===== config.mk =====
export PLATFORM = sky130hd
export DESIGN_NAME = keypad_key_player
export DESIGN_NICKNAME = d
export VERILOG_FILES = /design/src/rtl/lock_key_pkg.sv /design/src/rtl/key_onehot_enc.sv /design/src/rtl/keypad_key_player.sv
export SDC_FILE = /design/constraint.sdc
export NUM_CORES = 1
export LEC_CHECK = 0
export CAP_MARGIN = 20
export CORE_MARGIN = 5
export CORE_UTILIZATION = 45
export CTS_BUF_LIST = sky130_fd_sc_hd__clkbuf_2 sky130_fd_sc_hd__clkbuf_4 sky130_fd_sc_hd__clkbuf_8
export DETAILED_ROUTE_END_ITERATION = 12
export PLACE_DENSITY = 0.68
export SYNTH_ARGS = -nofsm -noshare
export SYNTH_HDL_FRONTEND = slang
export SYNTH_SLANG_ARGS = --single-unit

===== constraint.sdc =====
create_clock -name clock -period 1.7 [get_ports clock]
set_clock_uncertainty 0.15 [all_clocks]
set_input_delay 0.34 -clock clock [delete_from_list [all_inputs] [get_ports clock]]
set_output_delay 0.34 -clock clock [all_outputs]
set_load 0.01 [all_outputs]

===== src/rtl/lock_key_pkg.sv =====
// Shared definitions for the virtual keypad: key indices, bus width and player states.
// Used by the key player and by the keypad decoder.
package lock_key_pkg;

  localparam int KEY_W    = 12;
  localparam int KEY_STAR = 10;
  localparam int KEY_HASH = 11;

  typedef enum logic [2:0] {
    ST_IDLE,
    ST_PRESS,
    ST_GAP,
    ST_ENTER_PRESS,
    ST_ENTER_GAP,
    ST_FIN
  } player_state_t;

  function automatic logic nibble_is_bcd(input logic [3:0] nib);
    return (nib <= 4'd9);
  endfunction

endpackage


===== src/rtl/key_onehot_enc.sv =====
// Combinational BCD digit to one-hot key encoder; non-BCD input yields no key and valid=0.
module key_onehot_enc
  import lock_key_pkg::*;
(
  input  logic [3:0]       digit,
  output logic [KEY_W-1:0] key_onehot,
  output logic             valid
);

  always_comb begin
    valid      = nibble_is_bcd(digit);
    key_onehot = '0;
    if (valid) key_onehot = KEY_W'(1) << digit;
  end

endmodule


===== src/rtl/keypad_key_player.sv =====
// Plays a latched 4-digit BCD code as timed one-hot key presses, optionally followed by '#'.
// Every output is a register; abort and reset always leave the keypad fully released.
module keypad_key_player
  import lock_key_pkg::*;
#(
  parameter int HOLD_CYC = 16,
  parameter int GAP_CYC  = 16,
  parameter int CNT_W    = 8
)
(
  input  logic             clock,
  input  logic             reset,
  input  logic             start,
  input  logic [15:0]      code,
  input  logic             send_enter,
  input  logic             abort,
  output logic [KEY_W-1:0] Key,
  output logic             busy,
  output logic             done,
  output logic             err
);

  localparam logic [CNT_W-1:0] HOLD_LAST = CNT_W'(HOLD_CYC - 1);
  localparam logic [CNT_W-1:0] GAP_LAST  = CNT_W'(GAP_CYC - 1);
  localparam logic [KEY_W-1:0] HASH_KEY  = KEY_W'(1) << KEY_HASH;

  logic [1:0]       rst_sync_q;
  logic             rst_n_int;

  player_state_t    state_q, state_nxt;
  logic [CNT_W-1:0] timer_q, timer_nxt;
  logic [1:0]       idx_q, idx_nxt;
  logic [11:0]      code_q, code_nxt;
  logic             enter_q, enter_nxt;
  logic [KEY_W-1:0] key_q, key_nxt;
  logic             busy_q, busy_nxt;
  logic             done_q, done_nxt;
  logic             err_q, err_nxt;

  logic [3:0]       enc_digit;
  logic [3:0]       next_digit;
  logic [KEY_W-1:0] enc_key;
  logic             enc_valid;
  logic             code_ok;

  // Reset asserts asynchronously and releases on a clock edge.
  always_ff @(posedge clock or negedge reset) begin
    if (!reset) rst_sync_q <= '0;
    else        rst_sync_q <= {rst_sync_q[0], 1'b1};
  end
  assign rst_n_int = rst_sync_q[1];

  // The latched code no longer holds the first digit: only digits 1..3 are replayed from it.
  always_comb begin
    case (idx_q)
      2'd0:    next_digit = code_q[11:8];
      2'd1:    next_digit = code_q[7:4];
      default: next_digit = code_q[3:0];
    endcase
  end

  assign enc_digit = (state_q == ST_IDLE) ? code[15:12] : next_digit;

  key_onehot_enc u_enc (
    .digit      (enc_digit),
    .key_onehot (enc_key),
    .valid      (enc_valid)
  );

  assign code_ok = enc_valid && nibble_is_bcd(code[11:8])
                 && nibble_is_bcd(code[7:4]) && nibble_is_bcd(code[3:0]);

  always_comb begin
    state_nxt = state_q;
    timer_nxt = timer_q + CNT_W'(1);
    idx_nxt   = idx_q;
    code_nxt  = code_q;
    enter_nxt = enter_q;
    key_nxt   = key_q;
    busy_nxt  = busy_q;
    done_nxt  = 1'b0;
    err_nxt   = 1'b0;

    case (state_q)
      ST_IDLE: begin
        timer_nxt = '0;
        if (start && !abort) begin
          if (code_ok) begin
            state_nxt = ST_PRESS;
            code_nxt  = code[11:0];
            enter_nxt = send_enter;
            idx_nxt   = 2'd0;
            key_nxt   = enc_key;
            busy_nxt  = 1'b1;
          end else begin
            err_nxt = 1'b1;
          end
        end
      end
      ST_PRESS: begin
        if (timer_q == HOLD_LAST) begin
          state_nxt = ST_GAP;
          timer_nxt = '0;
          key_nxt   = '0;
        end
      end
      ST_GAP: begin
        if (timer_q == GAP_LAST) begin
          timer_nxt = '0;
          if (idx_q != 2'd3) begin
            state_nxt = ST_PRESS;
            idx_nxt   = idx_q + 2'd1;
            key_nxt   = enc_key;
          end else if (enter_q) begin
            state_nxt = ST_ENTER_PRESS;
            key_nxt   = HASH_KEY;
          end else begin
            state_nxt = ST_FIN;
            busy_nxt  = 1'b0;
            done_nxt  = 1'b1;
          end
        end
      end
      ST_ENTER_PRESS: begin
        if (timer_q == HOLD_LAST) begin
          state_nxt = ST_ENTER_GAP;
          timer_nxt = '0;
          key_nxt   = '0;
        end
      end
      ST_ENTER_GAP: begin
        if (timer_q == GAP_LAST) begin
          state_nxt = ST_FIN;
          timer_nxt = '0;
          busy_nxt  = 1'b0;
          done_nxt  = 1'b1;
        end
      end
      ST_FIN: begin
        state_nxt = ST_IDLE;
        timer_nxt = '0;
      end
      default: begin
        state_nxt = ST_IDLE;
        timer_nxt = '0;
        key_nxt   = '0;
        busy_nxt  = 1'b0;
      end
    endcase

    // Abort overrides any transition, including the one that would raise done.
    if (abort && state_q != ST_IDLE) begin
      state_nxt = ST_IDLE;
      timer_nxt = '0;
      idx_nxt   = 2'd0;
      key_nxt   = '0;
      busy_nxt  = 1'b0;
      done_nxt  = 1'b0;
    end
  end

  always_ff @(posedge clock or negedge rst_n_int) begin
    if (!rst_n_int) begin
      state_q <= ST_IDLE;
      timer_q <= '0;
      idx_q   <= '0;
      code_q  <= '0;
      enter_q <= 1'b0;
      key_q   <= '0;
      busy_q  <= 1'b0;
      done_q  <= 1'b0;
      err_q   <= 1'b0;
    end else begin
      state_q <= state_nxt;
      timer_q <= timer_nxt;
      idx_q   <= idx_nxt;
      code_q  <= code_nxt;
      enter_q <= enter_nxt;
      key_q   <= key_nxt;
      busy_q  <= busy_nxt;
      done_q  <= done_nxt;
      err_q   <= err_nxt;
    end
  end

  assign Key  = key_q;
  assign busy = busy_q;
  assign done = done_q;
  assign err  = err_q;

endmodule


Word-level counts from Yosys, hierarchy flattened. Index checks and enable logic that the tools add are counted.

Word-level logic and storage cells: 104. Register bits: 43. Bits of input ports: 21. Output and inout bits: 15.

Reduce and logical (&&, ||, !) cells: 19. Order comparisons: 4. Shift-type cells: 1. Eq/ne operators: 21. $add $sub $neg: 2. Mux-type cells: 47.

Operator list (count): 12-bit two-way mux (8); 12-bit case mux with 4 select lines (1); 3-bit two-way mux (9); 8-bit two-way mux (3); 3-bit inequality test, second input constant (7); 4-bit <= comparator, second input constant (4); 1-bit two-way mux (15); 3-bit case mux with 5 select lines (1); 6-bit AND reduction (2); 1-bit by 4-bit << shifter with 12-bit output, first input constant (1); 2-bit two-way mux (5); 8-bit by 1-bit adder with 8-bit output, second input constant (1); 8-bit by 4-bit == test with 1-bit output, second input constant (1); 4-bit case mux with 2 select lines (1); 7-bit AND reduction (1); 3-bit by 2-bit == test with 1-bit output, second input constant (2); 3-bit == test, second input constant (2); 3-bit by 1-bit inequality test with 1-bit output, second input constant (2); 3-bit nonzero test (2); 1-bit logical AND (5); 5-bit AND reduction (1); 4-bit two-way mux (1); 2-bit by 1-bit inequality test with 1-bit output, second input constant (2); 4-bit inequality test, second input constant (1); 15 further kinds (16).

Logic depth before layout (Yosys ltp). Gate-level depths: netlist (run 1).

Depth in word-level cells: 11. Mapped depth: 8. Gate-level depth less buffers: 7.

Hierarchy. From an unflattened synthesis (run 1), not the netlist that was laid out.

Cell total of the unflattened synthesis: 230. Area, all modules: 2324.7 um^2.

By module, submodules not included: keypad_key_player (area an instance 2133.3 um^2, cells each 212, instances 1, seq. area each 1076.0 um^2); key_onehot_enc (area an instance 191.4 um^2, cells each 18, instances 1, seq. area each 0.0 um^2).

Worst setup path after synthesis (run 1). No wires, ideal clock.

Path type: register -> register. Start: reg timer_q[0]. End: reg key_q[0] (netlist: Key[0]). Path buffers: 2. Setup slack: -0.337 ns. Setup time: 0.125 ns. Clock period less this slack: 2.037 ns. Cell stages (with the launch flop): 9. Data arrival time: 1.762 ns. Data required time: 1.425 ns. Cells stage by stage: dfrtp_1 -> ha_1 -> and3_1 -> clkbuf_1 -> a21oi_1 -> nor3_2 -> o21ai_2 -> buf_6 -> mux2_2.

Word-level cells in the longest chain between the ends: 3. Elaborated cells on any way between the ends: 4. Those cells by class: 3 x eq/ne; 1 x reduce/logical.

Ends and longest elaborated chain: from (decl) (line keypad_key_player.sv:31) `logic [CNT_W-1:0] timer_q, timer_nxt;`; from (signal assigned) (line keypad_key_player.sv:175) `timer_q <= timer_nxt;`; 8-bit by 4-bit == test with 1-bit output * (line keypad_key_player.sv:101, keypad_key_player.sv:108, keypad_key_player.sv:125); 3-bit by 1-bit inequality test with 1-bit output (no source line) or 3-bit inequality test (tied branches); 6-bit AND reduction (no source line) *; to (signal assigned) (line keypad_key_player.sv:179) `key_q <= key_nxt;`; to (decl) (line keypad_key_player.sv:35) `logic [KEY_W-1:0] key_q, key_nxt;`.

Every way passes the cells marked *; elsewhere a longest branch is shown, timed or not. A chain may end at the register's enable or synchronous reset.

Final worst setup path (run 1).
Start: reg state_q[2]. End: reg key_q[1] (netlist: Key[1]).

Word-level cells in the longest chain between the ends: 8. Elaborated cells on any way between the ends: 30. Those cells by class: 1 x order compare; 11 x eq/ne; 1 x shift; 8 x mux; 9 x reduce/logical.

Ends and longest elaborated chain: from (decl) (line keypad_key_player.sv:30) `player_state_t state_q, state_nxt;`; from (signal assigned) (line keypad_key_player.sv:174) `state_q <= state_nxt;`; 3-bit zero test (line keypad_key_player.sv:62, keypad_key_player.sv:84); 4-bit two-way mux (line keypad_key_player.sv:62) `assign enc_digit = (state_q == ST_IDLE) ? code[15:12] : next_digit;`; 4-bit <= comparator or 1-bit by 4-bit << shifter with 12-bit output (tied branches) (line lock_key_pkg.sv:19, key_onehot_enc.sv:13); 12-bit two-way mux or 1-bit logical AND (tied branches) (line key_onehot_enc.sv:13, keypad_key_player.sv:70); 12-bit two-way mux, or another cell as far along (line keypad_key_player.sv:110) `if (idx_q != 2'd3) begin`; 12-bit two-way mux, or another cell as far along (line keypad_key_player.sv:108) `if (timer_q == GAP_LAST) begin`; 12-bit case mux with 4 select lines or 3-bit by 2-bit inequality test with 1-bit output (tied branches); 12-bit two-way mux or 6-bit AND reduction (tied branches).

Parallel ways exist; a longest one is shown, timed or not. The select of a mux whose other input is x is not followed.

==> summary.txt, run 1 <==
Core area = 0.004755 mm^2
Most frequent cells in the layout = buf_4 (53), dfrtp_1 (42), nor2_1 (21)
Number of vias per cell = 5.231
Max-slew headroom = 65.27%
Unrepaired setup endpoints after global routing = yes
CP endpoint kind = flop
Post-synthesis cell area = 0.002228 mm^2
Register area share after synthesis = 48.29%
Area Growth Syn to Fin = 60.75%
Final hold vios = 0
Yosys reg bits = 43
Die width = 80.37 um
Setup violators final = 30
Clock Latency Late Sink = 0.30 ns
Vias in the first global route = 2033
Initial core utilization = 46.87%
Crit Path Max Fanout = 4
# nets final = 329
Drt wl/cell = 16.50 um
Final Slew Violations = 0
R2R setup slack = -0.28 ns
Fmax = 504.4 MHz
First-pass GRT wire length = 9777 um
Maximum VDD drop = 0.5084 mV
Multi-input logic area = 0.001440 mm^2
Mapped Nets = 229
Critical path class = reg2reg
Final period util = 116.6%
CTS buffer count = 5
R2r startpoint = state_q[2]$_DFFE_PN0P_
Required time of the worst setup path = 1.79 ns
R2R depth = 6
Clock Path Buffers = 2
Hold Crit Class = in2async
N_diodes = 0
Hold slack = 0.06108 ns
Drt first pass iters = 4
Yosys cell types = 48
IO Pins = 36
CTS sink count = 43
FF-to-FF End = Key[1]$_DFFE_PN0P_
Data arrival, critical path = 2.07 ns
Worst-Margin Slew = 0.5209 ns
Worst-path clk slew = 0.08 ns
Largest net degree at the start of global routing = 42
Commonest non-fill, non-tap cell in the layout = buf_4
Setup TNS = -5.720 ns
PwrDens = 725.4 mW/mm^2
Top FF cell, synth = dfrtp_1
IO Port Bufs = 35
Average size of a mapped cell = 10.92 um^2
Routed WL = 6137 um
Total number of vias = 1946
Global Route Usage Sum = 19.83%
Run status = finished, violations left
Seq. cell area = 0.001077 mm^2
Total gr overflow = 0
Post-synth EDFFs = 0
Startpoint types = flop
Mapped Cells = 204
Final ANT Viol Nets = 0
H-tree levels = 2
Fin crit period = 1.982 ns
Failing checks = negative setup slack
Max-cap violations = 0
Setup ws final = -0.2825 ns
CTS tree = built
# DRC = 0
# fillers = 327
Share of cells above drive strength 1 = 49.18%
Asr flop ratio synth = 100.0%
Hold buffers post-CTS = 0
Root Buffer = clkbuf_8
Initial antenna violation count = 0
# rows = 25
Post-DP HPWL = 3866 um
Routability Congestion = 0.7842
Leak = 1.786 nW
Die area = 0.006459 mm^2
YS warnings = 0
1st-iter DRT viols = 119
Die H = 80.37 um
[layer usage]
metal  global-route usage [%]  routed length [um]  up-vias
met3                    3.587                 231        4
met2                    34.02                3222       42
li1                         -                   -      943
met1                    25.89                2648      957
met4                    4.730                  34        0
met5                        0                   0        -
[repair_timing]
item,in CTS,in global routing
setup buffers,14,4
setup endpoints to repair,34,48
hold endpoints to repair,0,0
pin swaps,17,6
cloned,1,0
gates resized for setup,67,44
[through the flow]
step	instance area (um^2)	utilization (%)	power (mW)	setup WS (ns)	cells
floorplan	2297	-	1.605	-0.2732	204
global placement	3018	63.47	1.872	-0.7062	345
detailed placement	3018	63.47	1.881	-0.7503	345
CTS	3428	72.11	2.590	-0.2250	368
global route	3582	75.34	2.733	-0.3892	372
finish	3582	75.34	2.598	-0.2825	372
[critical path, stage by stage (launching register included)]
cell     delay [ns]
dfrtp_1        0.43
buf_6          0.14
or4b_4         0.56
nor2_4         0.20
a32oi_2        0.16
nor2_1         0.13
mux2_4         0.15
[power by group]
group | leakage (nW) | switching (mW) | internal (mW) | total, mW
registers | 0.567 | 0.0975 | 1.16 | 1.25
clock network | 0.0477 | 0.358 | 0.282 | 0.640
logic | 1.17 | 0.302 | 0.403 | 0.706
[sequential cells by signal, summed over array words and instances, names as in the netlist, 2 cells and up]
register	count
Key	12
code_q	12
idx_q	2
timer_q	8
state_q	3
rst_sync_q	2
[area by class of cell]
| cell class | count | area share (%) |
|---|---|---|
| Clock buffer | 5 | 1.921 |
| Sequential cell | 43 | 30.07 |
| Inverter | 5 | 0.5239 |
| Clock inverter | 3 | 0.4191 |
| Tap cell | 67 | 2.340 |
| Multi-Input combinational cell | 149 | 40.20 |
| Timing Repair Buffer | 100 | 24.52 |
[cells in the mapped netlist, drive strengths merged, types with 2 or more instances]
cell type / count / area share [%]
nand3: 3 / 0.67
xnor2: 4 / 1.6
nor2b: 2 / 0.56
nand2: 8 / 1.3
nor4: 2 / 0.84
nor3b: 2 / 0.67
dfrtp: 43 / 48
buf: 6 / 2.2
nor2: 28 / 4.7
a21oi: 8 / 1.8
nand2b: 2 / 0.56
a211oi: 3 / 1.0
nor3: 9 / 3.0
inv: 5 / 0.84
ha: 4 / 2.2
mux2i: 2 / 0.90
a21o: 4 / 1.3
a31oi: 6 / 1.7
a22o: 4 / 1.6
a211o: 2 / 0.79
clkbuf: 2 / 0.34
and2: 2 / 0.56
mux2: 23 / 13
o21ai: 8 / 2.1
and3: 4 / 1.1
xor2: 2 / 0.79
[worst max path at each step]
stage                                start                      to  slack (ns)
floorplan             timer_q[0]$_DFF_PN0_      Key[0]$_DFFE_PN0P_       -0.27
finish              state_q[2]$_DFFE_PN0P_      Key[1]$_DFFE_PN0P_       -0.28
global placement                   code[6]      Key[1]$_DFFE_PN0P_       -0.71
global route          idx_q[1]$_DFFE_PN0P_  state_q[0]$_DFFE_PN0P_       -0.39
CTS                   idx_q[0]$_DFFE_PN0P_      Key[1]$_DFFE_PN0P_       -0.22
detailed placement                 code[1]      Key[1]$_DFFE_PN0P_       -0.75
[cell families after synthesis]
logic type,share of synthesized area (%)
AOI/OAI and AO/OA,14.09
xor gates and xnor gates,2.358
adders and majority gates,2.246
buffers and inverters,3.369
DFF,48.29
muxes,13.70
other,0.1683
and+or+nand+nor,15.78
(Power assumes the default switching activity.)
==> run 2, diff against run 1 <==
--- a/config.mk
+++ b/config.mk
@@ -6,6 +6,7 @@
 export NUM_CORES = 1
 export LEC_CHECK = 0
 export CAP_MARGIN = 20
+export CORE_ASPECT_RATIO = 0.8
 export CORE_MARGIN = 5
 export CORE_UTILIZATION = 45
 export CTS_BUF_LIST = sky130_fd_sc_hd__clkbuf_2 sky130_fd_sc_hd__clkbuf_4 sky130_fd_sc_hd__clkbuf_8
==> run 2 against run 1 <==
Effect of this change: final cell count shrank 4.3%; global-route usage shrank 0.48 points; clock power grew 26%; combinational power shrank 0.6%; critical path type unchanged; sequential cell count is the same; first-iteration DRC count shrank 44%; the run still ends with negative setup slack left; total power grew 6.1%; hold slack lost 0.010 ns; largest power group unchanged; via count shrank 0.26%.
==> summary.txt, run 2 (synthesized netlist as in run 1, its figures left out) <==
R2R depth = 8 (+2)
N_diodes = 0 (unchanged)
Drt first pass iters = 4 (unchanged)
IO Port Bufs = 35 (unchanged)
Commonest non-fill, non-tap cell in the layout = buf_4
Startpoint types = flop
Metal-1 WL = 2614 um (-1.3%)
Vias in the first global route = 1997 (-1.8%)
Int Pwr = 2.006 mW (+9.0%)
Setup violators final = 30 (unchanged)
Die area = 0.006468 mm^2 (+0.13%)
Total power = 2.757 mW (+6.1%)
Unrepaired setup endpoints after global routing = yes
Largest net degree at the start of global routing = 42 (unchanged)
Combinational group share of total power = 25.5% (-1.7 points)
Final hold vios = 0 (unchanged)
Post-DP HPWL = 3940 um (+1.9%)
Setup ws final = -0.2878 ns (-0.005294 ns)
Run status = finished, violations left
R2r startpoint = idx_q[0]$_DFFE_PN0P_
Drt wl/cell = 16.31 um (-1.1%)
Total gr overflow = 0 (unchanged)
FF-to-FF End = Key[7]$_DFFE_PN0P_
IO Pins = 36 (unchanged)
Routed WL = 5808 um (-5.4%)
# rows = 22 (-12%)
CP endpoint kind = flop
Clock Latency Late Sink = 0.30 ns (about the same)
Total number of vias = 1941 (-0.26%)
Net Sw Frac = 27.23% (-1.9 points)
Die H = 72.94 um (-9.2%)
Hold buffers post-CTS = 0 (unchanged)
Root Buffer = clkbuf_8
Fin crit period = 1.988 ns (+0.005294 ns)
P_sw = 750.7 uW (-0.99%)
Maximum VDD drop = 0.5957 mV (+17%)
Final ANT Viol Nets = 0 (unchanged)
Crit Path Max Fanout = 5 (+1)
PwrDens = 798.3 mW/mm^2 (+10%)
Hold slack = 0.05091 ns (-0.01017 ns)
CTS tree = built
R2R setup slack = -0.29 ns (about the same)
First-pass GRT wire length = 9680 um (-0.99%)
Max-cap violations = 0 (unchanged)
# nets final = 320 (-2.7%)
Required time of the worst setup path = 1.74 ns (-0.05 ns)
Cells after DPL = 343 (-0.58%)
Share of cells above drive strength 1 = 43.92% (-5.3 points)
Routability Congestion = 0.8505 (+8.5%)
Area Growth Syn to Fin = 54.97%
1st-iter DRT viols = 67 (-44%)
Worst-path clk slew = 0.09 ns (about the same)
Reg power frac = 45.3% (-2.9 points)
Clock Path Buffers = 2 (unchanged)
Highest routing layer actually used = met4
Final Slew Violations = 0 (unchanged)
Met2 wire length = 2804 um (-13%)
Die width = 88.68 um (+10%)
Critical path class = reg2reg
Metal3 WL = 306 um (+32%)
CTS sink count = 43 (unchanged)
CTS buffer count = 5 (unchanged)
Most frequent cells in the layout = buf_4 (50), dfrtp_1 (40), nor2_1 (25)
Post-DP Area = 0.003059 mm^2 (+1.4%)
Final period util = 116.9% (+0.31 points)
Initial antenna violation count = 0 (unchanged)
Data arrival, critical path = 2.03 ns (-0.04 ns)
# DRC = 0 (unchanged)
H-tree levels = 2 (unchanged)
Core area = 0.004679 mm^2 (-1.6%)
Worst-Margin Slew = 0.5205 ns (-0.0003715 ns)
Hold Crit Class = in2async
Clock power share = 29.2% (+4.6 points)
Global Route Usage Sum = 19.36% (-0.48 points)
Final Cell Area = 0.003453 mm^2 (-3.6%)
Failing checks = negative setup slack
Initial core utilization = 47.62% (+0.75 points)
Number of vias per cell = 5.452 (+4.2%)
Fin cells = 356 (-4.3%)
Leak = 1.675 nW (-6.3%)
Fmax = 503.1 MHz (-0.27%)
Max-slew headroom = 65.30% (about the same)
-- run 2: cell count changes in the layout (fill, tap and decap cells not counted), sizes merged --
cell / previous run / this run
buf: 65 / 56
clkinv: 3 / 2
dlymetal6s2s: 11 / 8
clkdlybuf4s50: 10 / 15
dlygate4sd2: 6 / 12
bufinv: 0 / 1
clkbuf: 10 / 5
clkdlybuf4s15: 3 / 0
-- run 2: timing repair --
item                                    CTS  global route
endpoints found under the setup margin   37            44
pin swaps                                23            10
gates resized for setup                  50            24
buffers inserted                          3             1
hold endpoints to repair                  0             0
cloned                                    1             0
-- run 2: metrics by stage --
stage / setup WS [ns] / utilization (%) / TNS [ns]
4_1_cts: -0.2548 / 71.44 / -6.071
5_1_grt: -0.3571 / 73.80 / -8.737
3_3_place_gp: -0.6404 / 65.37 / -16.25
3_5_place_dp: -0.6540 / 65.37 / -16.78
6_report: -0.2878 / 73.80 / -6.544
2_1_floorplan: -0.2732 / - / -5.115
-- run 2: area by class of cell --
cell class / instances / area (um^2)
Clock buffer: 5 / 68.82
Multi-Input combinational cell: 149 / 1360
Clock inverter: 3 / 43.79
Timing Repair Buffer: 91 / 807.0
Fill cell: 350 / 1226
Inverter: 5 / 18.77
Sequential cell: 43 / 1080
Tap cell: 60 / 75.07
-- run 2: routing by layer --
| layer | GRT usage, % | vias to the layer above |
|---|---|---|
| met1 | 26.07 | 953 |
| met5 | 0 | - |
| li1 | - | 918 |
| met4 | 5.705 | 0 |
| met3 | 3.950 | 13 |
| met2 | 31.47 | 57 |
-- run 2: worst max-delay path by stage --
| stage | slack, ns | to | from | cells past startpoint |
|---|---|---|---|---|
| detailed placement | -0.65 | Key[1]$_DFFE_PN0P_ | code[9] | 7 |
| CTS | -0.25 | Key[7]$_DFFE_PN0P_ | idx_q[0]$_DFFE_PN0P_ | 8 |
| finish | -0.29 | Key[7]$_DFFE_PN0P_ | idx_q[0]$_DFFE_PN0P_ | 8 |
| global placement | -0.64 | Key[1]$_DFFE_PN0P_ | code[5] | 7 |
| global route | -0.36 | Key[7]$_DFFE_PN0P_ | idx_q[0]$_DFFE_PN0P_ | 8 |
| floorplan | -0.27 | Key[0]$_DFFE_PN0P_ | timer_q[0]$_DFF_PN0_ | 8 |
-- run 2: power groups by stage --
stage	clock network, mW	logic (mW)	registers [mW]
5_1_grt	0.866	0.754	1.27
2_1_floorplan	0	0.340	1.26
3_3_place_gp	0	0.633	1.26
3_5_place_dp	0	0.648	1.26
6_report	0.805	0.702	1.25
4_1_cts	0.820	0.683	1.25
-- run 2: worst max-delay path, stage by stage (launching register included) --
cell     delay (ns)
dfrtp_2        0.44
inv_2          0.06
ha_4           0.19
a22o_1         0.23
a21o_1         0.19
a31oi_1        0.15
buf_4          0.15
nor2_1         0.05
mux2_4         0.27
==> run 3, diff against run 2 <==
--- a/config.mk
+++ b/config.mk
@@ -8,10 +8,10 @@
 export CAP_MARGIN = 20
 export CORE_ASPECT_RATIO = 0.8
 export CORE_MARGIN = 5
-export CORE_UTILIZATION = 45
+export CORE_UTILIZATION = 55
 export CTS_BUF_LIST = sky130_fd_sc_hd__clkbuf_2 sky130_fd_sc_hd__clkbuf_4 sky130_fd_sc_hd__clkbuf_8
 export DETAILED_ROUTE_END_ITERATION = 12
-export PLACE_DENSITY = 0.68
+export PLACE_DENSITY = 0.81
 export SYNTH_ARGS = -nofsm -noshare
 export SYNTH_HDL_FRONTEND = slang
 export SYNTH_SLANG_ARGS = --single-unit
==> run 3 against run 2 <==
Effect of this change: the flow now stops in global routing (5_1_grt); synthesized cell count unchanged; area after synthesis unchanged.
==> summary.txt, run 3 <==
Register area share after synthesis = 48.29% (unchanged)
Hold buffers post-CTS = 0 (unchanged)
Top cell type's share of synthesized area = 48.29% (unchanged)
Die width = 81.17 um (-8.5%)
Largest net degree at the start of global routing = 42
Top FF cell, synth = dfrtp_1
YS warnings = 0 (unchanged)
IO Port Bufs = 35 (unchanged)
Most frequent cell after synthesis = dfrtp_1
Synth cell count leaders = dfrtp_1 (43), nor2_1 (28), mux2_2 (16)
CTS sink count = 43 (unchanged)
Die H = 66.93 um (-8.2%)
Root Buffer = clkbuf_8
Yosys cell types = 48 (unchanged)
Cells after DPL = 334 (-2.6%)
Routability Congestion = 0.8637 (+1.6%)
CTS buffer count = 5 (unchanged)
H-tree levels = 2 (unchanged)
Asr flop ratio synth = 100.0% (unchanged)
Global Route Usage Sum = 71.30%
Log Error = [ERROR GRT-0232] Routing congestion too high. Check the congestion heatmap in the GUI.
Initial core utilization = 57.82% (+10 points)
Run status = did not finish
Yosys reg bits = 43 (unchanged)
# rows = 20 (-9.1%)
Mapped Nets = 229 (unchanged)
Largest cells by area after synthesis = dfrtp_1 (48%), mux2_2 (8.1%), mux2_4 (4.7%)
Worst ep type = register input
Post-synth EDFFs = 0 (unchanged)
Post-GRT worst EP = Key[1]$_DFFE_PN0P_/D
Stopped at = global routing (5_1_grt)
Largest area contributor in the netlist = dfrtp_1
IO Pins = 36 (unchanged)
Post-DP HPWL = 3953 um (+0.34%)
Mapped Cells = 204 (unchanged)
Total gr overflow = 33
Initial antenna violation count = 1
Average size of a mapped cell = 10.92 um^2 (unchanged)
Clock Path Buffers = 2 (unchanged)
Post-DP Area = 0.003023 mm^2 (-1.2%)
Post-synthesis cell area = 0.002228 mm^2 (unchanged)
[run 3: kinds of logic after synthesis]
| kind of cell | after synthesis | synth area share (%) |
|---|---|---|
| AO/OA/AOI/OAI | 45 | 14.09 |
| XOR/XNOR | 6 | 2.358 |
| other | 1 | 0.1683 |
| multiplexers | 25 | 13.70 |
| buffers and inverters | 13 | 3.369 |
| AND/OR/NAND/NOR | 67 | 15.78 |
| adder cells (fa/ha/maj) | 4 | 2.246 |
| flip-flops | 43 | 48.29 |
[run 3: stage by stage]
stage               setup slack (ns)  setup TNS [ns]  hold WS [ns]
detailed placement           -0.6394          -17.28        0.1722
CTS                          -0.2855          -6.629       0.03823
global placement             -0.5738          -15.45        0.1682
floorplan                    -0.2732          -5.115       -0.1056
[run 3: metal layers]
layer	overflow	GRT usage (%)
met1	0	71.77
met3	0	60.27
met5	0	16.67
met4	18	73.21
met2	15	83.20
[run 3: what timing repair did]
action | 4_1_cts
hold endpoints to repair | 0
resized for setup | 54
setup endpoints to repair | 40
pin swaps | 15
gates cloned | 1
buffers inserted | 12
==> run 4, diff against run 3 <==
--- a/config.mk
+++ b/config.mk
@@ -6,12 +6,10 @@
 export NUM_CORES = 1
 export LEC_CHECK = 0
 export CAP_MARGIN = 20
-export CORE_ASPECT_RATIO = 0.8
 export CORE_MARGIN = 5
-export CORE_UTILIZATION = 55
-export CTS_BUF_LIST = sky130_fd_sc_hd__clkbuf_2 sky130_fd_sc_hd__clkbuf_4 sky130_fd_sc_hd__clkbuf_8
+export CORE_UTILIZATION = 40
 export DETAILED_ROUTE_END_ITERATION = 12
-export PLACE_DENSITY = 0.81
+export PLACE_DENSITY_LB_ADDON = 0.15
 export SYNTH_ARGS = -nofsm -noshare
 export SYNTH_HDL_FRONTEND = slang
 export SYNTH_SLANG_ARGS = --single-unit
==> run 4 against run 3 <==
Effect of this change: the flow now finishes, with violations (negative setup slack).
==> summary.txt, run 4 (synthesized netlist as in run 1, its figures left out) <==
Core area = 0.005473 mm^2
Final Slew Violations = 0
Drt wl/cell = 15.07 um
Post-DP HPWL = 3953 um (about the same)
IO Port Bufs = 35 (unchanged)
Initial core utilization = 40.72% (-17 points)
Worst-path clk slew = 0.08 ns
Root Buffer = clkbuf_8
CTS buffer count = 5 (unchanged)
Net Sw Frac = 26.71%
Leak = 1.804 nW
Total number of vias = 1938
Max-cap violations = 0
Final ANT Viol Nets = 0
N_diodes = 0
Die width = 84.64 um (+4.3%)
Required time of the worst setup path = 1.74 ns
# nets final = 330
# fillers = 479
Setup violators final = 30
Drt first pass iters = 4
Most frequent cells in the layout = buf_4 (57), dfrtp_1 (40), nor2_1 (24)
Final hold vios = 0
Unrepaired setup endpoints after global routing = yes
Routability Congestion = 0.7976 (-7.7%)
Share of cells above drive strength 1 = 45.42%
Setup ws final = -0.2814 ns
Die area = 0.007164 mm^2
Global Route Usage Sum = 16.36%
CTS sink count = 43 (unchanged)
Run status = finished, violations left
Area Growth Syn to Fin = 59.52%
Clock Latency Late Sink = 0.30 ns
Number of vias per cell = 5.127
R2R setup slack = -0.28 ns
Combinational group share of total power = 25.3%
Reg power frac = 47.6%
Fmax = 504.7 MHz
1st-iter DRT viols = 63
First-pass GRT wire length = 9308 um
Post-Route Utilization = 64.95%
Data arrival, critical path = 2.02 ns
IO Pins = 36 (unchanged)
CP endpoint kind = flop
Critical path class = reg2reg
Hold buffers post-CTS = 0 (unchanged)
# rows = 27 (+35%)
CTS tree = built
Hold Crit Class = in2async
Vias in the first global route = 1973
# DRC = 0
Max-slew headroom = 65.80%
Initial antenna violation count = 0
P_sw = 699.8 uW
Cell-by-cell trace of the critical path = buf_6 > or3_4 > a31oi_1 > buf_4 > nor2_1 > mux2_2
PwrDens = 737.1 mW/mm^2
Crit Path Max Fanout = 7
Die H = 84.64 um (+26%)
Clock Path Buffers = 2 (unchanged)
CP max-delay cell = dfrtp_2
Fin crit period = 1.981 ns
Routed WL = 5695 um
Largest net degree at the start of global routing = 42
Clock power share = 27.2%
Commonest non-fill, non-tap cell in the layout = buf_4
Worst-Margin Slew = 0.5129 ns
Fin cells = 378
Startpoint types = flop
Maximum VDD drop = 0.5876 mV
Total gr overflow = 0
Max incr delay on CP = 0.45 ns
Failing checks = negative setup slack
H-tree levels = 2 (unchanged)
Final period util = 116.6%
Cells after DPL = 359 (+7.5%)
Int Pwr = 1.920 mW
## run 4: path summary, 6_finish.rpt
check,from,cells after the start,endpoint
max,state_q[1]$_DFFE_PN0P_,6,Key[0]$_DFFE_PN0P_
min,reset,1,rst_sync_q[1]$_DFF_PN0_
max reg2reg,state_q[1]$_DFFE_PN0P_,6,Key[0]$_DFFE_PN0P_
min reg2reg,rst_sync_q[1]$_DFF_PN0_,1,Key[10]$_DFFE_PN0P_
max in group asynchronous,rst_sync_q[1]$_DFF_PN0_,1,state_q[1]$_DFFE_PN0P_
min in group clock,rst_sync_q[0]$_DFF_PN0_,0,rst_sync_q[1]$_DFF_PN0_
## run 4: critical path: cells and delay by family, from the launching register on
kind                   cells  cell delay, ns
muxes                      1            0.26
buffers and inverters      2            0.30
and+or+nand+nor            2            0.48
AOI/OAI and AO/OA          1            0.24
DFF                        1            0.45
## run 4: power groups by stage
stage               registers, mW  clock network [mW]  logic, mW
global placement             1.26                   0      0.609
finish                       1.25               0.712      0.662
CTS                          1.25               0.735      0.665
global route                 1.27               0.774      0.711
detailed placement           1.27                   0      0.618
floorplan                    1.26                   0      0.340
## run 4: per-stage QoR
| step | TNS, ns | worst slack (ns) | total power [mW] | hold WS, ns | cell area [um^2] |
|---|---|---|---|---|---|
| after detailed placement | -17.88 | -0.7619 | 1.883 | 0.1765 | 3092 |
| after global placement | -17.82 | -0.7381 | 1.873 | 0.1768 | 3092 |
| after floorplan | -5.115 | -0.2732 | 1.605 | -0.1056 | 2297 |
| final | -6.219 | -0.2814 | 2.620 | 0.05845 | 3555 |
| after global routing | -8.611 | -0.3449 | 2.755 | 0.05435 | 3555 |
| after CTS | -6.751 | -0.2621 | 2.651 | 0.05794 | 3422 |
## run 4: routing by layer
layer	global-route usage (%)	routed length [um]	up-vias
li1	-	-	947
met1	21.49	2604	941
met2	26.41	2761	42
met3	4.024	256	8
met4	5.468	72	0
met5	0	0	-
## run 4: cell type report
cell class | count | area, um^2 | area share, %
multi-input cells | 149 | 1349 | 37.94
flip-flops and latches | 43 | 1080 | 30.38
repair buffers | 101 | 917.1 | 25.80
clock buffers | 8 | 100.1 | 2.816
well taps | 72 | 90.09 | 2.534
inverters | 5 | 18.77 | 0.5280
## run 4: repair_timing
action,in CTS,in global routing
gates resized for setup,51,31
endpoints found under the hold margin,0,0
cloned,1,0
buffers inserted,5,5
endpoints found under the setup margin,32,50
pin swaps,16,12
==> patch 1: new RTL, config.mk and constraints of run 2 <==
`key_q` no longer has a reset.
--- a/src/rtl/keypad_key_player.sv
+++ b/src/rtl/keypad_key_player.sv
@@ -167,5 +167,4 @@
       code_q  <= '0;
       enter_q <= 1'b0;
-      key_q   <= '0;
       busy_q  <= 1'b0;
       done_q  <= 1'b0;
@@ -177,9 +176,12 @@
       code_q  <= code_nxt;
       enter_q <= enter_nxt;
-      key_q   <= key_nxt;
       busy_q  <= busy_nxt;
       done_q  <= done_nxt;
       err_q   <= err_nxt;
     end
+  end
+
+  always_ff @(posedge clock) begin
+    key_q <= key_nxt;
   end
 
Function: changed (Yosys sat finds a counterexample within 4 cycles, from zero or initial values and one cycle with reset low).
==> patch 1 against run 2 <==
  * The run still ends with negative setup slack left
  * Worst setup slack better by 0.018 ns
  * Power up 0.55%
  * Clock power up 3.5%
  * Design area down 1.1%
  * Sequential share of layout area down 1.5 points
  * Routed wire length down 4.7%
  * Area after synthesis down 1.1%
  * Sequential cell count unchanged
  * Critical path type unchanged
  * Highest routed layer unchanged
==> patch 1: results (changes against run 2) <==
Global-route wire length before repair: 9094 um (was 9680 um)
Detailed placement HPWL: 3914 um (was 3940 um)
Peak VDD IR: 479.0 uV (was 595.7 uV)
Post-place instance area: 0.003003 mm2 (was 0.003059 mm2)
Reported leakage power: 1.609 nW (was 1.675 nW)
Skew-Pair Late Insertion Delay: 0.30 ns (about the same)
Psw: 757.5 uW (was 750.7 uW)
Async S/R FF share, synth: 72.09% (was 100.0%)
WP data arrival: 2.06 ns (was 2.03 ns)
Final WS setup: -0.2700 ns (was -0.2878 ns)
Synth cell types: 48 (unchanged)
Area share of xor/xnor cells in the synthesized design: 1.988% (was 2.358%)
Worst R2R End: Key[1] (was Key[7])
Status: finished with violations (unchanged)
Mux share of post-synthesis cell area: 9.824% (was 13.70%)
Pre-CTS setup slack: -0.5899 ns (was -0.6540 ns)
Failing checks: negative setup slack (unchanged)
Setup TNS: -5.226 ns (was -6.544 ns)
Proportion of layout cells with a drive suffix above 1: 38.56% (was 43.92%)
Post-synthesis sequential area ratio: 46.11% (was 48.29%)
Final setup vio count: 35 (was 30)
Worst reg-to-reg path cell count: 6 (was 8)
Vias in the first global route: 1949 (was 1997)
Final RePlAce weighted congestion: 0.7919 (was 0.8505)
Detailed Route Iter0 Violations: 82 (was 67)
Pin count of the biggest net entering global routing: 30 (was 42)
Largest cells by area after synthesis: dfrtp_1 (35%), dfxtp_1 (11%), mux2_4 (5.5%) (was dfrtp_1 (48%), mux2_2 (8.1%), mux2_4 (4.7%))
All-Layer GR Usage: 18.27% (was 19.36%)
Crit-path max FO: 4 (was 5)
Syn_nets: 241 (was 229)
Vias per Instance: 5.314 (was 5.452)
Commonest cells post-synth: dfrtp_1 (31), o21ai_0 (18), nand2_1 (15), nor2_1 (15), a21oi_1 (14) (was dfrtp_1 (43), nor2_1 (28), mux2_2 (16), a21oi_1 (8), nand2_1 (8))
Mean routed wirelength per cell: 15.13 um (was 16.31 um)
Layout Nets: 330 (was 320)
Compound-cell area share of the yosys netlist: 18.17% (was 14.09%)
Adder-Cell Fraction of Synth Area: 2.271% (was 2.246%)
-- patch 1: worst max path at each step --
stage / startpoint / end / slack, ns / depth (start not counted)
2_1_floorplan: state_q[2] / code_q[10] / -0.23 / 5
5_1_grt: idx_q[1] / Key[1] / -0.37 / 8
4_1_cts: idx_q[1] / Key[1] / -0.21 / 8
3_3_place_gp: code[5] / enter_q / -0.57 / 6
3_5_place_dp: code[5] / code_q[11] / -0.59 / 6
6_report: idx_q[0] / Key[1] / -0.27 / 6
-- patch 1: what timing repair did --
action,CTS,global route
pin swaps,15,15
hold endpoints to repair,0,0
buffers inserted,5,10
hold buffers,0,0
setup endpoints to repair,40,45
resized for setup,38,30
-- patch 1: kinds of logic after synthesis --
| group | after synthesis |
|---|---|
| AOI/OAI and AO/OA | 62 |
| and+or+nand+nor | 71 |
| muxes | 17 |
| buffers and inverters | 13 |
| DFF | 43 |
| xor gates and xnor gates | 5 |
| adders and majority gates | 4 |
| other | 1 |
-- patch 1: metal layers --
metal	up-vias	routed length (um)	track usage (%)
met5	-	0	0
met4	0	104	6.376
met3	10	249	3.837
met2	41	2561	27.88
met1	928	2621	25.67
li1	966	-	-
-- patch 1: cell type report --
cell class / count / area (um2)
Timing Repair Buffer: 90 / 809.5
Sequential cell: 43 / 1017
Fill cell: 355 / 1237
Tap cell: 60 / 75.07
Multi-Input combinational cell: 160 / 1376
Clock inverter: 2 / 35.03
Clock buffer: 6 / 82.58
Inverter: 5 / 18.77
-- patch 1: critical path, stage by stage, from the launching register on --
cell and delay (ns):
dfrtp_2 0.46, ha_2 0.24, a211oi_4 0.25, nand2_2 0.14, o31ai_4 0.30, nand4_1 0.22, a21oi_2 0.16
-- patch 1: stage by stage --
stage          instances  hold WS (ns)
3_5_place_dp         344        0.1166
4_1_cts              357       0.03241
2_1_floorplan        216       -0.1056
5_1_grt              366       0.03053
3_3_place_gp         344        0.1041
6_report             366       0.03542
-- patch 1: power groups by stage --
stage               Clock (mW)  Sequential [mW]  Combinational, mW
global route             0.891             1.26              0.750
CTS                      0.858             1.24              0.658
global placement             0             1.26              0.599
floorplan                    0             1.26              0.347
finish                   0.833             1.25              0.692
detailed placement           0             1.26              0.607
==> patch 2: new RTL, config.mk and constraints of run 2 <==
Made on the original files. Set the parameter `CNT_W` to 6 (it was 8).
--- a/src/rtl/keypad_key_player.sv
+++ b/src/rtl/keypad_key_player.sv
@@ -6,5 +6,5 @@
   parameter int HOLD_CYC = 16,
   parameter int GAP_CYC  = 16,
-  parameter int CNT_W    = 8
+  parameter int CNT_W    = 6
 )
 (
Check against the original RTL: same outputs for any inputs over 10 cycles, from zero or initial values and one cycle with reset low; that may be too few to reach the edited logic, so the function may still have changed.
==> patch 2 against run 2 <==
  * The run still ends with negative setup slack left
  * Area after synthesis decreased by 1.2%
  * Design area up 3.4%
  * Utilization up 3.0 points
  * Worst setup slack worse by 0.13 ns
  * Largest cell class unchanged
  * Routed wire length shrank 0.34%
  * Power up 4.6%
  * Sequential cell count fell by 2
==> patch 2: results (changes against run 2) <==
Peak VDD IR: 792.1 uV (was 595.7 uV)
Filler Cells Inserted: 307 (was 350)
Synth cell types: 50 (was 48)
Met3 wire len: 277 um (was 306 um)
Uppermost layer routed: met4 (unchanged)
Count of multi-input gates: 143 (was 149)
Inverters: 11 (was 5)
Commonest cells post-synth: dfrtp_1 (41), nor2_1 (19), nand2_1 (17), mux2_2 (14), inv_1 (11) (was dfrtp_1 (43), nor2_1 (28), mux2_2 (16), a21oi_1 (8), nand2_1 (8))
Worst hold path type: primary input to asynchronous set/reset pin (unchanged)
M1 WL: 2664 um (was 2614 um)
Sequential cell area: 0.001030 mm2 (was 0.001080 mm2)
Worst reg-to-reg path cell count: 6 (was 8)
Status: finished with violations (unchanged)
Ys flop type: dfrtp_1 (unchanged)
Pin count of the biggest net entering global routing: 40 (was 42)
Warnings from Yosys: 0 (unchanged)
Clock-cell share: 3.363% (was 3.261%)
Syn_nets: 232 (was 229)
Proportion of layout cells with a drive suffix above 1: 47.00% (was 43.92%)
M1 GR Usage: 26.36% (was 26.07%)
Final RePlAce weighted congestion: 0.8123 (was 0.8505)
Antenna diodes: 0 (unchanged)
Drt first pass iters: 4 (unchanged)
Global-route wire length before repair: 9625 um (was 9680 um)
Detailed Route Iter0 Violations: 100 (was 67)
Reported leakage power: 1.838 nW (was 1.675 nW)
CTS sink cnt: 41 (was 43)
Final WS setup: -0.4187 ns (was -0.2878 ns)
Final setup vio count: 35 (was 30)
Async S/R FF share, synth: 100.0% (unchanged)
Non-clock buffers: 114 (was 91)
Max stage delay cell, worst path: or3_4 (was dfrtp_2)
Vias in the first global route: 1967 (was 1997)
All-Layer GR Usage: 19.25% (was 19.36%)
Grt met2 use: 31.29% (was 31.47%)
CLK BUF: 7 (was 5)
Layout Nets: 341 (was 320)
Met3 usage: 5.335% (was 3.950%)
Crit-path max FO: 7 (was 5)
CTS buffer count: 5 (unchanged)
Worst R2R End: Key[8] (was Key[7])
Post-synthesis sequential area ratio: 46.62% (was 48.29%)
Critical path's largest stage delay: 0.38 ns (was 0.44 ns)
Detailed placement HPWL: 3903 um (was 3940 um)
Mean routed wirelength per cell: 15.35 um (was 16.31 um)
Failing checks: negative setup slack (unchanged)
Vias post-DR: 1933 (was 1941)
Pre-CTS setup slack: -0.6819 ns (was -0.6540 ns)
Setup TNS: -8.996 ns (was -6.544 ns)
Beginning of the critical path: timer_q[1] (was idx_q[0])
Non-clk buf share: 28.44% (was 23.37%)
Fraction of area in multi-input gates: 36.11% (was 39.38%)
# Post-CTS Setup Buffers: 10 (was 3)
Routed wl met2: 2831 um (was 2804 um)
Cts repair resizes: 40 (was 50)
R2R Setup Slk: -0.42 ns (was -0.29 ns)
WP data arrival: 2.15 ns (was 2.03 ns)
Largest cells by area after synthesis: dfrtp_1 (47%), mux2_2 (7.2%), mux2i_1 (4.1%) (was dfrtp_1 (48%), mux2_2 (8.1%), mux2_4 (4.7%))
patch 2: metrics by stage:
step	total power [mW]	area (um2)	utilization, %	hold WS [ns]	instances
5_1_grt	3.041	3572	76.79	0.02604	377
3_3_place_gp	1.998	3117	67.00	0.1585	356
4_1_cts	2.894	3473	74.66	0.04343	375
3_5_place_dp	2.022	3117	67.00	0.1658	356
2_1_floorplan	1.656	2286	-	-0.1056	207
6_report	2.882	3572	76.79	0.04810	377
patch 2: logic make-up after synthesis:
group,after synthesis,synth area share (%)
and+or+nand+nor,73,18.14
adders and majority gates,4,2.274
other,1,0.1704
DFF,41,46.62
AOI/OAI and AO/OA,35,11.43
buffers and inverters,23,6.481
xor gates and xnor gates,4,1.592
muxes,26,13.30
patch 2: power by group:
part           total (mW)  internal (mW)  switching (mW)
sequential           1.24           1.14          0.0996
combinational       0.814          0.500           0.314
clock               0.831          0.495           0.336
total                2.88           2.13           0.750
